$ cat src/rtl/if_stage_if.sv
// if_stage_if
//   Handshake bundle around the fetch stage: the instruction-memory request and
//   response channels plus the instruction stream towards decode.
//   master : the fetch stage (drives requests and the decode stream)
//   slave  : the environment (memory returns ready/responses, decode returns ready)
//
//   imem_req_valid / imem_req_ready / imem_addr   request channel
//   imem_rsp_valid / imem_rsp_data                in-order response channel
//   id_valid / id_ready / id_instruction / id_pc  stream to decode
interface if_stage_if;
  logic        imem_req_valid;
  logic        imem_req_ready;
  logic [31:0] imem_addr;
  logic        imem_rsp_valid;
  logic [31:0] imem_rsp_data;
  logic        id_valid;
  logic        id_ready;
  logic [31:0] id_instruction;
  logic [31:0] id_pc;

  modport master (
    output imem_req_valid, imem_addr, id_valid, id_instruction, id_pc,
    input  imem_req_ready, imem_rsp_valid, imem_rsp_data, id_ready
  );

  modport slave (
    input  imem_req_valid, imem_addr, id_valid, id_instruction, id_pc,
    output imem_req_ready, imem_rsp_valid, imem_rsp_data, id_ready
  );
endinterface

$ cat src/rtl/if_stage.sv
// if_stage
//   Instruction-fetch stage. Owns the PC, issues in-order word requests to
//   instruction memory under a credit limit, buffers returned words in a small
//   FIFO and streams {instruction, pc} to decode. A redirect flushes the FIFO,
//   reloads the PC and marks every in-flight response for discard.
//
//   Ports:
//     clk            system clock, rising edge
//     rst_n          asynchronous active-low reset
//     fetch_en       1 = new requests allowed
//     redirect_valid one-cycle flush/restart pulse
//     redirect_pc    restart address (bits [1:0] ignored)
//     bus            if_stage_if.master: imem request/response and decode stream
//     perf_fetched   decode handshakes           (IF_PERF_CNT_EN only)
//     perf_stall     cycles id_valid && !id_ready (IF_PERF_CNT_EN only)
//
//   Build option: define IF_PERF_CNT_EN to add the two performance counters.
//
//   state | meaning
//   IDLE  | no new requests; outstanding responses are still accepted
//   FETCH | issue sequential word requests while credit allows
module if_stage #(
  parameter logic [31:0] RESET_PC   = 32'h0000_0000,
  parameter int          FIFO_DEPTH = 4
) (
  input  logic        clk,
  input  logic        rst_n,
  input  logic        fetch_en,
  input  logic        redirect_valid,
  input  logic [31:0] redirect_pc,
  if_stage_if.master  bus
`ifdef IF_PERF_CNT_EN
  ,
  output logic [31:0] perf_fetched,
  output logic [31:0] perf_stall
`endif
);

  typedef enum logic {IDLE = 1'b0, FETCH = 1'b1} state_t;

  localparam int CW = $clog2(FIFO_DEPTH + 1);
  localparam int AW = $clog2(FIFO_DEPTH);
  localparam logic [CW:0] DEPTH_C = FIFO_DEPTH[CW:0];

  state_t         state;
  state_t         state_next;
  logic [31:0]    pc;
  logic [CW-1:0]  outstanding;
  logic [CW-1:0]  discard_cnt;
  logic [CW-1:0]  fifo_count;
  logic [AW-1:0]  wr_ptr;
  logic [AW-1:0]  rd_ptr;
  logic [AW-1:0]  aq_wr;
  logic [AW-1:0]  aq_rd;
  logic [31:0]    fifo_data [FIFO_DEPTH];
  logic [31:0]    fifo_pc   [FIFO_DEPTH];
  logic [31:0]    aq        [FIFO_DEPTH];

  logic [CW:0]    credit_used;
  logic           req_valid;
  logic           req_hs;
  logic           rsp_acc;
  logic           rsp_keep;
  logic           id_valid;
  logic           pop;
  logic           unused_redirect_lsb;

  assign unused_redirect_lsb = ^redirect_pc[1:0];

  // Slots already committed: words waiting in the FIFO plus words still in
  // flight. Keeping the sum below the depth means every response has a slot.
  assign credit_used = {1'b0, fifo_count} + {1'b0, outstanding};

  always_ff @(posedge clk or negedge rst_n) begin
    if (!rst_n) state <= IDLE;
    else        state <= state_next;
  end

  always_comb begin
    state_next = state;
    req_valid  = 1'b0;
    case (state)
      IDLE: begin
        if (fetch_en) state_next = FETCH;
      end
      FETCH: begin
        req_valid = !redirect_valid && (credit_used < DEPTH_C);
        if (!fetch_en) state_next = IDLE;
      end
      default: state_next = IDLE;
    endcase
  end

  assign req_hs   = req_valid && bus.imem_req_ready;
  // A response with nothing outstanding is a protocol error and is ignored.
  assign rsp_acc  = bus.imem_rsp_valid && (outstanding != '0);
  // Responses landing in the redirect cycle belong to the old stream.
  assign rsp_keep = rsp_acc && !redirect_valid && (discard_cnt == '0);
  assign id_valid = (fifo_count != '0);
  // A decode handshake in the redirect cycle is swallowed by the flush.
  assign pop      = id_valid && bus.id_ready && !redirect_valid;

  always_ff @(posedge clk or negedge rst_n) begin
    if (!rst_n) begin
      pc          <= RESET_PC;
      outstanding <= '0;
      discard_cnt <= '0;
      aq_wr       <= '0;
      aq_rd       <= '0;
    end else begin
      if (redirect_valid)  pc <= {redirect_pc[31:2], 2'b00};
      else if (req_hs)     pc <= pc + 32'd4;

      outstanding <= outstanding + CW'(req_hs) - CW'(rsp_acc);

      // Everything still in flight after this edge is stale. outstanding
      // already counts the responses marked by an earlier redirect, so the
      // pending discard count must not be added on top of it.
      if (redirect_valid)
        discard_cnt <= outstanding - CW'(rsp_acc);
      else if (rsp_acc && (discard_cnt != '0))
        discard_cnt <= discard_cnt - CW'(1);

      // The address queue mirrors every accepted request, including the ones
      // that will be discarded, so it stays aligned with the response order.
      if (req_hs)  aq_wr <= aq_wr + AW'(1);
      if (rsp_acc) aq_rd <= aq_rd + AW'(1);
    end
  end

  always_ff @(posedge clk or negedge rst_n) begin
    if (!rst_n) begin
      wr_ptr     <= '0;
      rd_ptr     <= '0;
      fifo_count <= '0;
    end else if (redirect_valid) begin
      wr_ptr     <= '0;
      rd_ptr     <= '0;
      fifo_count <= '0;
    end else begin
      if (rsp_keep) wr_ptr <= wr_ptr + AW'(1);
      if (pop)      rd_ptr <= rd_ptr + AW'(1);
      fifo_count <= fifo_count + CW'(rsp_keep) - CW'(pop);
    end
  end

  always_ff @(posedge clk) begin
    if (req_hs) aq[aq_wr] <= pc;
    if (rsp_keep) begin
      fifo_data[wr_ptr] <= bus.imem_rsp_data;
      fifo_pc[wr_ptr]   <= aq[aq_rd];
    end
  end

  assign bus.imem_req_valid = req_valid;
  assign bus.imem_addr      = pc;
  assign bus.id_valid       = id_valid;
  // Gated so the decode-facing data reads as zero whenever nothing is valid.
  assign bus.id_instruction = id_valid ? fifo_data[rd_ptr] : '0;
  assign bus.id_pc          = id_valid ? fifo_pc[rd_ptr]   : '0;

`ifdef IF_PERF_CNT_EN
  always_ff @(posedge clk or negedge rst_n) begin
    if (!rst_n) begin
      perf_fetched <= '0;
      perf_stall   <= '0;
    end else begin
      if (id_valid && bus.id_ready)  perf_fetched <= perf_fetched + 32'd1;
      if (id_valid && !bus.id_ready) perf_stall   <= perf_stall + 32'd1;
    end
  end
`endif

`ifndef SYNTHESIS
  a_rsp_has_outstanding: assert property (
    @(posedge clk) disable iff (!rst_n)
    bus.imem_rsp_valid |-> (outstanding != '0)
  );

  a_fifo_no_overflow: assert property (
    @(posedge clk) disable iff (!rst_n)
    rsp_keep |-> ({1'b0, fifo_count} < DEPTH_C)
  );
`endif

endmodule
$ cat src/flat_wrapper.sv
// flat-port wrapper written by rule: the top's interface ports become plain ports
module if_stage_flat 
#(
  parameter logic [31:0] RESET_PC   = 32'h0000_0000,
  parameter int          FIFO_DEPTH = 4
)
  (clk, rst_n, fetch_en, redirect_valid, redirect_pc, bus_imem_req_valid, bus_imem_addr, bus_id_valid, bus_id_instruction, bus_id_pc, bus_imem_req_ready, bus_imem_rsp_valid, bus_imem_rsp_data, bus_id_ready);
  if_stage_if bus_i ();
  input  logic clk;
  input  logic rst_n;
  input  logic fetch_en;
  input  logic redirect_valid;
  input  logic [31:0] redirect_pc;
  output wire logic [$bits(bus_i.imem_req_valid)-1:0] bus_imem_req_valid;
  output wire logic [$bits(bus_i.imem_addr)-1:0] bus_imem_addr;
  output wire logic [$bits(bus_i.id_valid)-1:0] bus_id_valid;
  output wire logic [$bits(bus_i.id_instruction)-1:0] bus_id_instruction;
  output wire logic [$bits(bus_i.id_pc)-1:0] bus_id_pc;
  input wire logic [$bits(bus_i.imem_req_ready)-1:0] bus_imem_req_ready;
  input wire logic [$bits(bus_i.imem_rsp_valid)-1:0] bus_imem_rsp_valid;
  input wire logic [$bits(bus_i.imem_rsp_data)-1:0] bus_imem_rsp_data;
  input wire logic [$bits(bus_i.id_ready)-1:0] bus_id_ready;
  assign bus_imem_req_valid = bus_i.imem_req_valid;
  assign bus_imem_addr = bus_i.imem_addr;
  assign bus_id_valid = bus_i.id_valid;
  assign bus_id_instruction = bus_i.id_instruction;
  assign bus_id_pc = bus_i.id_pc;
  assign bus_i.imem_req_ready = bus_imem_req_ready;
  assign bus_i.imem_rsp_valid = bus_imem_rsp_valid;
  assign bus_i.imem_rsp_data = bus_imem_rsp_data;
  assign bus_i.id_ready = bus_id_ready;
  if_stage #(.RESET_PC(RESET_PC), .FIFO_DEPTH(FIFO_DEPTH)) u_core (.clk(clk), .rst_n(rst_n), .fetch_en(fetch_en), .redirect_valid(redirect_valid), .redirect_pc(redirect_pc), .bus(bus_i));
endmodule
$ cat config.mk
export PLATFORM = sky130hd
export DESIGN_NAME = if_stage_flat
export DESIGN_NICKNAME = d
export VERILOG_FILES = /design/src/rtl/if_stage_if.sv /design/src/rtl/if_stage.sv /design/src/flat_wrapper.sv
export SDC_FILE = /design/constraint.sdc
export NUM_CORES = 1
export LEC_CHECK = 0
export ABC_CLOCK_PERIOD_IN_PS = 3300
export BUFFER_PORTS_ARGS = -buffer_cell sky130_fd_sc_hd__buf_2
export CAP_MARGIN = 20
export CELL_PAD_IN_SITES_DETAIL_PLACEMENT = 1
export CELL_PAD_IN_SITES_GLOBAL_PLACEMENT = 2
export CORE_MARGIN = 2
export CORE_UTILIZATION = 30
export DETAILED_ROUTE_END_ITERATION = 6
export PLACE_DENSITY = 0.68
export SLEW_MARGIN = 10
export SYNTH_ARGS = -nofsm -noshare
export SYNTH_HDL_FRONTEND = slang
export SYNTH_SLANG_ARGS = --single-unit
export TNS_END_PERCENT = 30
$ cat constraint.sdc
create_clock -name clk -period 3.3 [get_ports clk]
set_clock_uncertainty 0.15 [all_clocks]
set_input_delay 0.33 -clock clk [delete_from_list [all_inputs] [get_ports clk]]
set_output_delay 0.33 -clock clk [all_outputs]
set_load 0.005 [all_outputs]
Yosys cells after proc, flatten, opt, wreduce, memory -nomap -nowiden
Memory sizes are Yosys's and may differ from the RTL's.
Cells that the tools add are included.
{ "totals": {"register_bits": 50, "mem_bits_rw": 384, "romBits": 0, "wordCells": 59, "latch_bits": 0, "n_memories": 3, "in_bits": 71, "output_inout_bits": 98} }
{ "memory_table": {"columns": ["name", "depth", "word_bits", "rd", "rd_clocked_by_memory_dff", "write_ports", "line", "source"], "rows": [
  ["u_core.aq", 4, 32, 1, 0, 1, "if_stage.sv:57", "logic [31:0] aq [FIFO_DEPTH];"],
  ["u_core.fifo_data", 4, 32, 1, 0, 1, "if_stage.sv:55", "logic [31:0] fifo_data [FIFO_DEPTH];"],
  ["u_core.fifo_pc", 4, 32, 1, 0, 1, "if_stage.sv:56", "logic [31:0] fifo_pc [FIFO_DEPTH];"]
]} }
{ "op_classes": {"bitwise_logic": 0, "n_shift": 0, "n_lt_le_gt_ge": 1, "muxes": 17, "multipliers": 0, "addsub": 12, "div_mod_pow": 0, "reduce_logical": 17, "n_eq_ne": 0} }
{ "op_table": {"columns": ["operator", "n"], "rows": [
  ["two-way mux 32 bit", 4],
  ["adder 32 x 3 -> 32 bit, second input constant", 1],
  ["two-way mux 3 bit", 3],
  ["nonzero test 3 bit", 3],
  ["subtractor 3 x 1 -> 3 bit", 3],
  ["adder 2 x 1 -> 2 bit, second input constant", 4],
  ["logical AND 1 bit", 8],
  ["two-way mux 2 bit", 4],
  ["nonzero test 2 bit", 4],
  ["adder 3 x 1 -> 3 bit", 2],
  ["two-way mux 1 bit", 6],
  ["adder 3 x 3 -> 4 bit", 1],
  ["less-than comparator 4 x 3 -> 1 bit, second input constant", 1],
  ["logical NOT 3 bit", 1],
  ["subtractor 3 x 1 -> 3 bit, second input constant", 1],
  ["logical NOT 1 bit", 1]
]} }

Logic depth before layout (Yosys ltp)
Gate-level depths: netlist of run 1.
{ "depth": {"depth_word": 7, "ltp_mapped": 11, "ltp_nobuf": 10} }

Least setup slack after synthesis of run 1
OpenSTA, ideal clock, no wires.
{ "synth_timing": {"path_type": "reg2reg", "startpoint": "register u_core.discard_cnt[0]", "endpoint": "memory u_core.fifo_data[0][0], enable pin", "arrival_ps": 2559, "stages_incl_launch_ff": 6, "path_slack_ps": 165, "path_buffers": 1, "period_less_slack_ps": 3135, "setup_time_ps": 427, "required_time_ps": 2723, "cell_sequence": "dfrtp_1 -> inv_1 -> ha_1 -> nor4bb_1 -> clkbuf_1 -> and3_1"} }
{ "synth_via": {"elab_chain_cells": 4} }
{ "synth_rtl": {"columns": ["element", "line", "source"], "rows": [
  ["from (decl)", "if_stage.sv:49", "logic [CW-1:0] discard_cnt;"],
  ["from (signal assigned)", "if_stage.sv:120", "discard_cnt <= outstanding - CW'(rsp_acc);"],
  ["from (signal assigned)", "if_stage.sv:122", "discard_cnt <= discard_cnt - CW'(1);"],
  ["logical NOT 3 bit", "if_stage.sv:98", "assign rsp_keep = rsp_acc && !redirect_valid && (discard_cnt == '0);"],
  ["logical AND 1 bit", "if_stage.sv:98", null],
  ["two-way mux 1 bit", "if_stage.sv:149", "if (rsp_keep) begin"],
  ["two-way mux 1 bit (implied by the code)", "if_stage.sv:150", "fifo_data[wr_ptr] <= bus.imem_rsp_data;"],
  ["to (decl)", "if_stage.sv:55", null]
]} }
Every way passes these cells.

Final worst setup path of run 1
{ "layout_timing": {"startpoint": "register u_core.rd_ptr[0]", "endpoint": "output port bus_id_pc[27]"} }
{ "layout_via": {"elab_chain_cells": 2} }
{ "layout_rtl": {"columns": ["element", "line", "source"], "rows": [
  ["from (decl)", "if_stage.sv:52", "logic [AW-1:0] rd_ptr;"],
  ["from (signal assigned)", "if_stage.sv:142", "if (pop) rd_ptr <= rd_ptr + AW'(1);"],
  ["memory (4 x 32 bit)", null, null],
  ["two-way mux 32 bit", "if_stage.sv:160", "assign bus.id_pc = id_valid ? fifo_pc[rd_ptr] : '0;"],
  ["to (decl)", "flat_wrapper.sv:18", "output wire logic [$bits(bus_i.id_pc)-1:0] bus_id_pc;"]
]} }
Every way passes these cells.

==> results of run 1 <==
[where the power goes]
part / internal (W) / leakage (nW) / switching, W
clock network: 0.00277 / 0.672 / 0.00203
logic: 0.00169 / 2.61 / 0.00174
registers: 0.00634 / 3.90 / 0.000341
total: 0.0108 / 7.18 / 0.00412
[metal layers]
metal | up-vias | track usage
li1 | 3963 | -
met2 | 200 | 0.2339
met3 | 54 | 0.02340
met1 | 4682 | 0.1888
met5 | - | 0
met4 | 0 | 0.04318
[through the flow]
stage                     cell area [um^2]  utilization  power, W  cells  setup WS, ps
after floorplan                      16640            -  0.008883    872         164.6
after global placement               18540       0.3373   0.01021   1769         644.2
after detailed placement             18540       0.3373   0.01030   1769         609.0
after CTS                            20620       0.3749   0.01521   1918         314.9
after global routing                 20620       0.3749   0.01568   1918         273.1
final                                20620       0.3749   0.01491   1918         407.2
[path summary, 6_finish.rpt]
check                                      start  cells after the start  slack, ps                        to
max                             u_core.rd_ptr[0]                      4        410             bus_id_pc[27]
min                              redirect_pc[29]                      4         30  u_core.bus.imem_addr[29]
max reg2reg                u_core.outstanding[2]                      9        600     u_core.outstanding[2]
min reg2reg                      u_core.aq_rd[1]                      1        320           u_core.aq_rd[1]
max in group asynchronous                  rst_n                      3       2000      u_core.fifo_count[0]
min in group asynchronous                  rst_n                      2        200  u_core.bus.imem_addr[11]
[logic make-up after synthesis]
group	Yosys count
AO/OA/AOI/OAI	45
XOR/XNOR	22
adder cells (fa/ha/maj)	22
buffers and inverters	69
flip-flops	416
multiplexers	100
other	1
AND/OR/NAND/NOR	194
[state kept, by name (all words and copies together) (netlist names)]
signal and cells:
u_core.fifo_data 128, u_core.aq 120, u_core.fifo_pc 120, u_core.bus.imem_addr 30, u_core.discard_cnt 3, u_core.fifo_count 3, u_core.outstanding 3, u_core.aq_rd 2
u_core.aq_wr 2, u_core.rd_ptr 2, u_core.wr_ptr 2, u_core.state 1
[synthesized netlist by cell type (all sizes together) (2+ instances only)]
| library cell | count |
|---|---|
| fa | 2 |
| ha | 20 |
| o31a | 2 |
| nor4 | 5 |
| nand2 | 41 |
| xnor2 | 15 |
| mux4 | 92 |
| or4 | 2 |
| nor2 | 19 |
| o311ai | 6 |
| and3 | 11 |
| o21ai | 16 |
| mux2 | 2 |
| o211ai | 5 |
| and2 | 68 |
| a22oi | 4 |
| dfrtp | 48 |
| or3 | 3 |
| xor2 | 7 |
| mux2i | 6 |
| clkbuf | 25 |
| nor4b | 2 |
| nand4 | 14 |
| edfxtp | 368 |
| a221o | 2 |
| nand4b | 2 |
| nor3 | 4 |
| buf | 20 |
| nand3 | 21 |
| inv | 23 |
[worst max-delay path: cells and delay by family (launching register included)]
kind	cells	cell delay, ps
flip-flops	1	650
multiplexers	1	540
AND/OR/NAND/NOR	1	180
buffers and inverters	2	460
[cell type report]
| class | instances | area (um^2) |
|---|---|---|
| flip-flops and latches | 416 | 12260 |
| well taps | 748 | 935.9 |
| inverters | 24 | 91.34 |
| clock buffers | 55 | 1206 |
| clock inverters | 29 | 215.2 |
| fillers | 5496 | 34370 |
| multi-input cells | 387 | 4105 |
| repair buffers | 259 | 1802 |
[repair_timing]
item | 4_1_cts | 5_1_grt
resized for setup | 0 | 0
hold buffers | 65 | 0
endpoints found under the hold margin | 186 | 0
endpoints found under the setup margin | 0 | 0
==> run metrics, run 1 <==
GR Util All Layers=0.1406; uppermost routed layer=met4; H-tree depth=2; Antenna diodes=0; Max clock buf depth=3; Max Freq=around 0.35 GHz; Yosys top cell area share=0.6647; final setup vio count=0; ranking of synthesized cells by area=edfxtp_1, mux4_2, dfrtp_1, and2_1, ha_1; Synth Area in Simple Gates=0.06713; vias=8899; minimum clock period=2893 ps; DRT antenna net count=0; VDD IR max=358.1 uV; worst hold path type=in2reg; Starting DRT DRC Count=approximately 430; initial core utilization=0.3024; Seq/Total Area, Yosys=0.7369; commonest non-fill, non-tap cells in the layout=edfxtp_1, buf_2, mux4_2; first-pass GRT wire length=59650 um; max_slew headroom=0.5346; Compound-Gate Fraction of Synth Area=0.01896; DRC viols=0; Max Slew Vio Count=0; asr flop ratio synth=0.1154; required time of the critical path=2820 ps; XOR/XNOR share of the synthesized area=0.01159; most common cell after layout, fill and taps aside=edfxtp_1; crit path max-delay cell type=dfrtp_4; largest net degree at the start of global routing=between 60 and 70; Met3 Wirelength=roughly 1600 um; Crit. End Element=output pin; pwr dens=723.2 nW/um^2; Critical Path Start Type=flop; Remaining Overflow, GRT=0; layout cell share with drive strength beyond 1=0.3188; Leak=7.182 nW; die area=~57000 um^2; M1 WL=17400 um; mux cell area share after synthesis=0.1296; CTS tree=done; number of buffers created by CTS=46; Fin Setup TNS=0 ps; row count=86; clk sinks=416; Synthesis Warnings=0; Syn Inst Count=869; Post-synth EDFFs=368; met2 WL=19370 um; Die Height=~240 um; GP Congestion=0.7191; crit path cell chain=buf_12 -> mux4_2 -> and2_1 -> buf_2; crit path max fanout=29; post-route clock period utilization=0.8766; initial antenna violation count=0; final hold vios=0; RSZ-0062 raised after global routing=false; Netlist Area Pre-Place=16630 um^2; clock slew at reported path FFs=60 ps; cell taking the most area after synthesis=edfxtp_1; Wirelength per Cell=20.47 um; WP data arrival=around 2400 ps; Worst-Margin Slew=698.1 ps; nets@finish=1227; area delta synth->final=24.00%; CP max stage delay=650 ps; Seq cells post-synth=416; port bufs=around 160; setup repair bufs after CTS=0; Final HPWL DP=24850 um; clk_lat worst skew=570 ps; drt via density=4.640; status=finished, final reports clean; Synth Area in Adders=0.01746; syn avg cell area=about 19 um^2; vias in the first global route=9544; drt pass-1 iters=4; Total Wirelength=39250 um; crit path kind=reg2out; I/O Pins=169; Max-Cap Viols=0; chip width=239.4 um; post-synthesis cell type count=55; CTS root buf=clkbuf_16; smallest hold slack=25.46 ps; largest family of logic cells by synthesized area=multiplexers; core area=~55000 um^2; Post-synth top flop=edfxtp_1
(Power assumes the default switching activity.)
==> run 2, diff against run 1 <==
Settings changed: REMOVE_ABC_BUFFERS set to 1.
==> run metrics, run 2 (synthesis gave the netlist of run 1 again) <==
commonest non-fill, non-tap cells in the layout=edfxtp_1, buf_2, mux4_2; post-layout util=0.3737 (-0.001274); Wirelength per Cell=21.02 um (+2.7%); Worst-Margin Slew=750.6 ps (+52.58 ps); largest net degree at the start of global routing=65 (unchanged); minimum clock period=2999 ps (+106.4 ps); max_slew headroom=0.4996 (-0.03506); Max clock buf depth=3 (unchanged); placed cell areas=18520 um^2 (-0.12%); Crit. End Element=output pin; Max-Cap Viols=0 (unchanged); vias in the first global route=9678 (+1.4%); chip width=239.4 um (unchanged); first-pass GRT wire length=60690 um (+1.7%); initial core utilization=0.3024 (unchanged); Die Height=239.4 um (unchanged); Clk pwr share=0.317 (-0.005); crit path max fanout=22 (-24%); CTS tree=done; GP Congestion=0.6910 (-3.9%); Reg2Reg Setup Slack=560 ps (-40 ps); final hold vios=0 (unchanged); number of buffers created by CTS=44 (-4.3%); DRT antenna net count=0 (unchanged); Net Switching=0.004106 W (-0.24%); drt via density=4.590 (-1.1%); Int Pwr=0.01077 W (-0.24%); Remaining Overflow, GRT=0 (unchanged); Power Total=0.01487 W (-0.24%); CTS root buf=clkbuf_16; required time of the critical path=2820 ps (about the same); I/O Pins=169 (unchanged); smallest hold slack=167.9 ps (+142.4 ps); VDD IR max=434.3 uV (+21%); crit path max-delay cell type=dfrtp_4; Max Freq=0.3334 GHz (-3.5%); switching share of power=0.2761 (about the same); max reg flops=128 (unchanged); status=finished, final reports clean; FF/Latch Area=12260 um^2 (unchanged); row count=86 (unchanged); most common cell after layout, fill and taps aside=edfxtp_1; crit path kind=reg2out; multi-input logic area=4105 um^2 (unchanged); nets@finish=1223 (-0.33%); sequential power share=0.453 (+0.005); Critical Path Start Type=flop; CP max stage delay=760 ps (+110 ps); Leak=7.172 nW (-0.13%); Antenna diodes=0 (unchanged); Filler cells=5490 (-0.11%); Max Slew Vio Count=0 (unchanged); core area=54990 um^2 (unchanged); Largest Register=u_core.fifo_data; setup repair bufs after CTS=0 (unchanged); reg2reg end=u_core.outstanding[2]; final setup vio count=0 (unchanged); Place WS=516.8 ps (-92.19 ps); H-tree depth=2 (unchanged); Starting DRT DRC Count=479 (+12%); RSZ-0062 raised after global routing=false; initial antenna violation count=0 (unchanged); clk sinks=416 (unchanged); Final HPWL DP=25070 um (+0.89%); vias=8776 (-1.4%); layout cell share with drive strength beyond 1=0.3153 (-0.003511); GR Util All Layers=0.1432 (+0.002607); Largest regs=u_core.fifo_data (128), u_core.aq (120), u_core.fifo_pc (120); Combinational Power Share=0.230 (about the same); worst hold path type=in2async; drt pass-1 iters=5 (+1); die area=57320 um^2 (unchanged); area delta synth->final=23.58%; Worst Slack Setup Final=300.8 ps (-106.4 ps); pwr dens=723.9 nW/um^2 (about the same); post-route clock period utilization=0.9089 (+0.03225); crit path cell chain=buf_4 -> mux4_2 -> and2_1 -> buf_2; DRC viols=0 (unchanged); clock slew at reported path FFs=60 ps (about the same); port bufs=162 (unchanged); Worst R2R Start=u_core.outstanding[2]; clk_lat worst skew=560 ps (about the same); Post-Layout Inst Area=20550 um^2 (-0.34%); R2R cell count=9 (unchanged); WP data arrival=2520 ps (+110 ps); Total Wirelength=40190 um (+2.4%)
[run 2: cell count changes in the layout (fill, tap and decap cells not counted)]
cell,delta
bufinv_16,+1
clkinv_4,-2
dlygate4sd3_1,+1
clkbuf_1,-1
clkinvlp_4,-5
clkinv_2,+6
inv_6,-1
buf_4,-3
clkbuf_16,-2
[run 2: worst max path at each step]
stage	start	to	slack (ps)
2_1_floorplan	u_core.rd_ptr[0]	bus_id_instruction[0]	-520
3_3_place_gp	u_core.outstanding[2]	u_core.outstanding[2]	550
3_5_place_dp	u_core.outstanding[2]	u_core.outstanding[2]	520
4_1_cts	u_core.rd_ptr[0]	bus_id_pc[22]	160
5_1_grt	u_core.rd_ptr[0]	bus_id_pc[22]	70
6_report	u_core.rd_ptr[0]	bus_id_pc[4]	300
[run 2: layout make-up]
cell class | instances | area share
inverters | 24 | 0.004446
repair buffers | 257 | 0.08708
flip-flops and latches | 416 | 0.5967
well taps | 748 | 0.04555
clock buffers | 52 | 0.05609
multi-input cells | 387 | 0.1998
clock inverters | 28 | 0.01029
[run 2: timing repair]
action,in CTS,in global routing
hold buffers,66,0
gates resized for setup,0,0
endpoints found under the setup margin,0,0
hold endpoints to repair,181,0
[run 2: per-layer routing]
metal | vias up | routed length [um] | global-route usage
met2 | 178 | 19930 | 0.2452
met3 | 48 | 1923 | 0.02789
li1 | 3959 | - | -
met1 | 4591 | 17630 | 0.1858
met4 | 0 | 715 | 0.03864
met5 | - | 0 | 0
[run 2: critical path, delay by kind of cell, from the launching register on]
kind / cells / cell delay [ps]
buffers and inverters: 2 / 460
DFF: 1 / 760
muxes: 1 / 540
and+or+nand+nor: 1 / 170
[run 2: per-stage QoR]
step	std cells	TNS, ps
floorplan	827	-59070
global placement	1766	0
detailed placement	1766	0
CTS	1912	0
global route	1912	0
finish	1912	0
[run 2: power groups by stage]
stage	Combinational [W]	Clock, W	Sequential (W)
after floorplan	0.00191	0	0.00692
after global placement	0.00344	0	0.00683
after detailed placement	0.00348	0	0.00687
after CTS	0.00356	0.00489	0.00676
after global routing	0.00380	0.00507	0.00680
final	0.00342	0.00472	0.00674
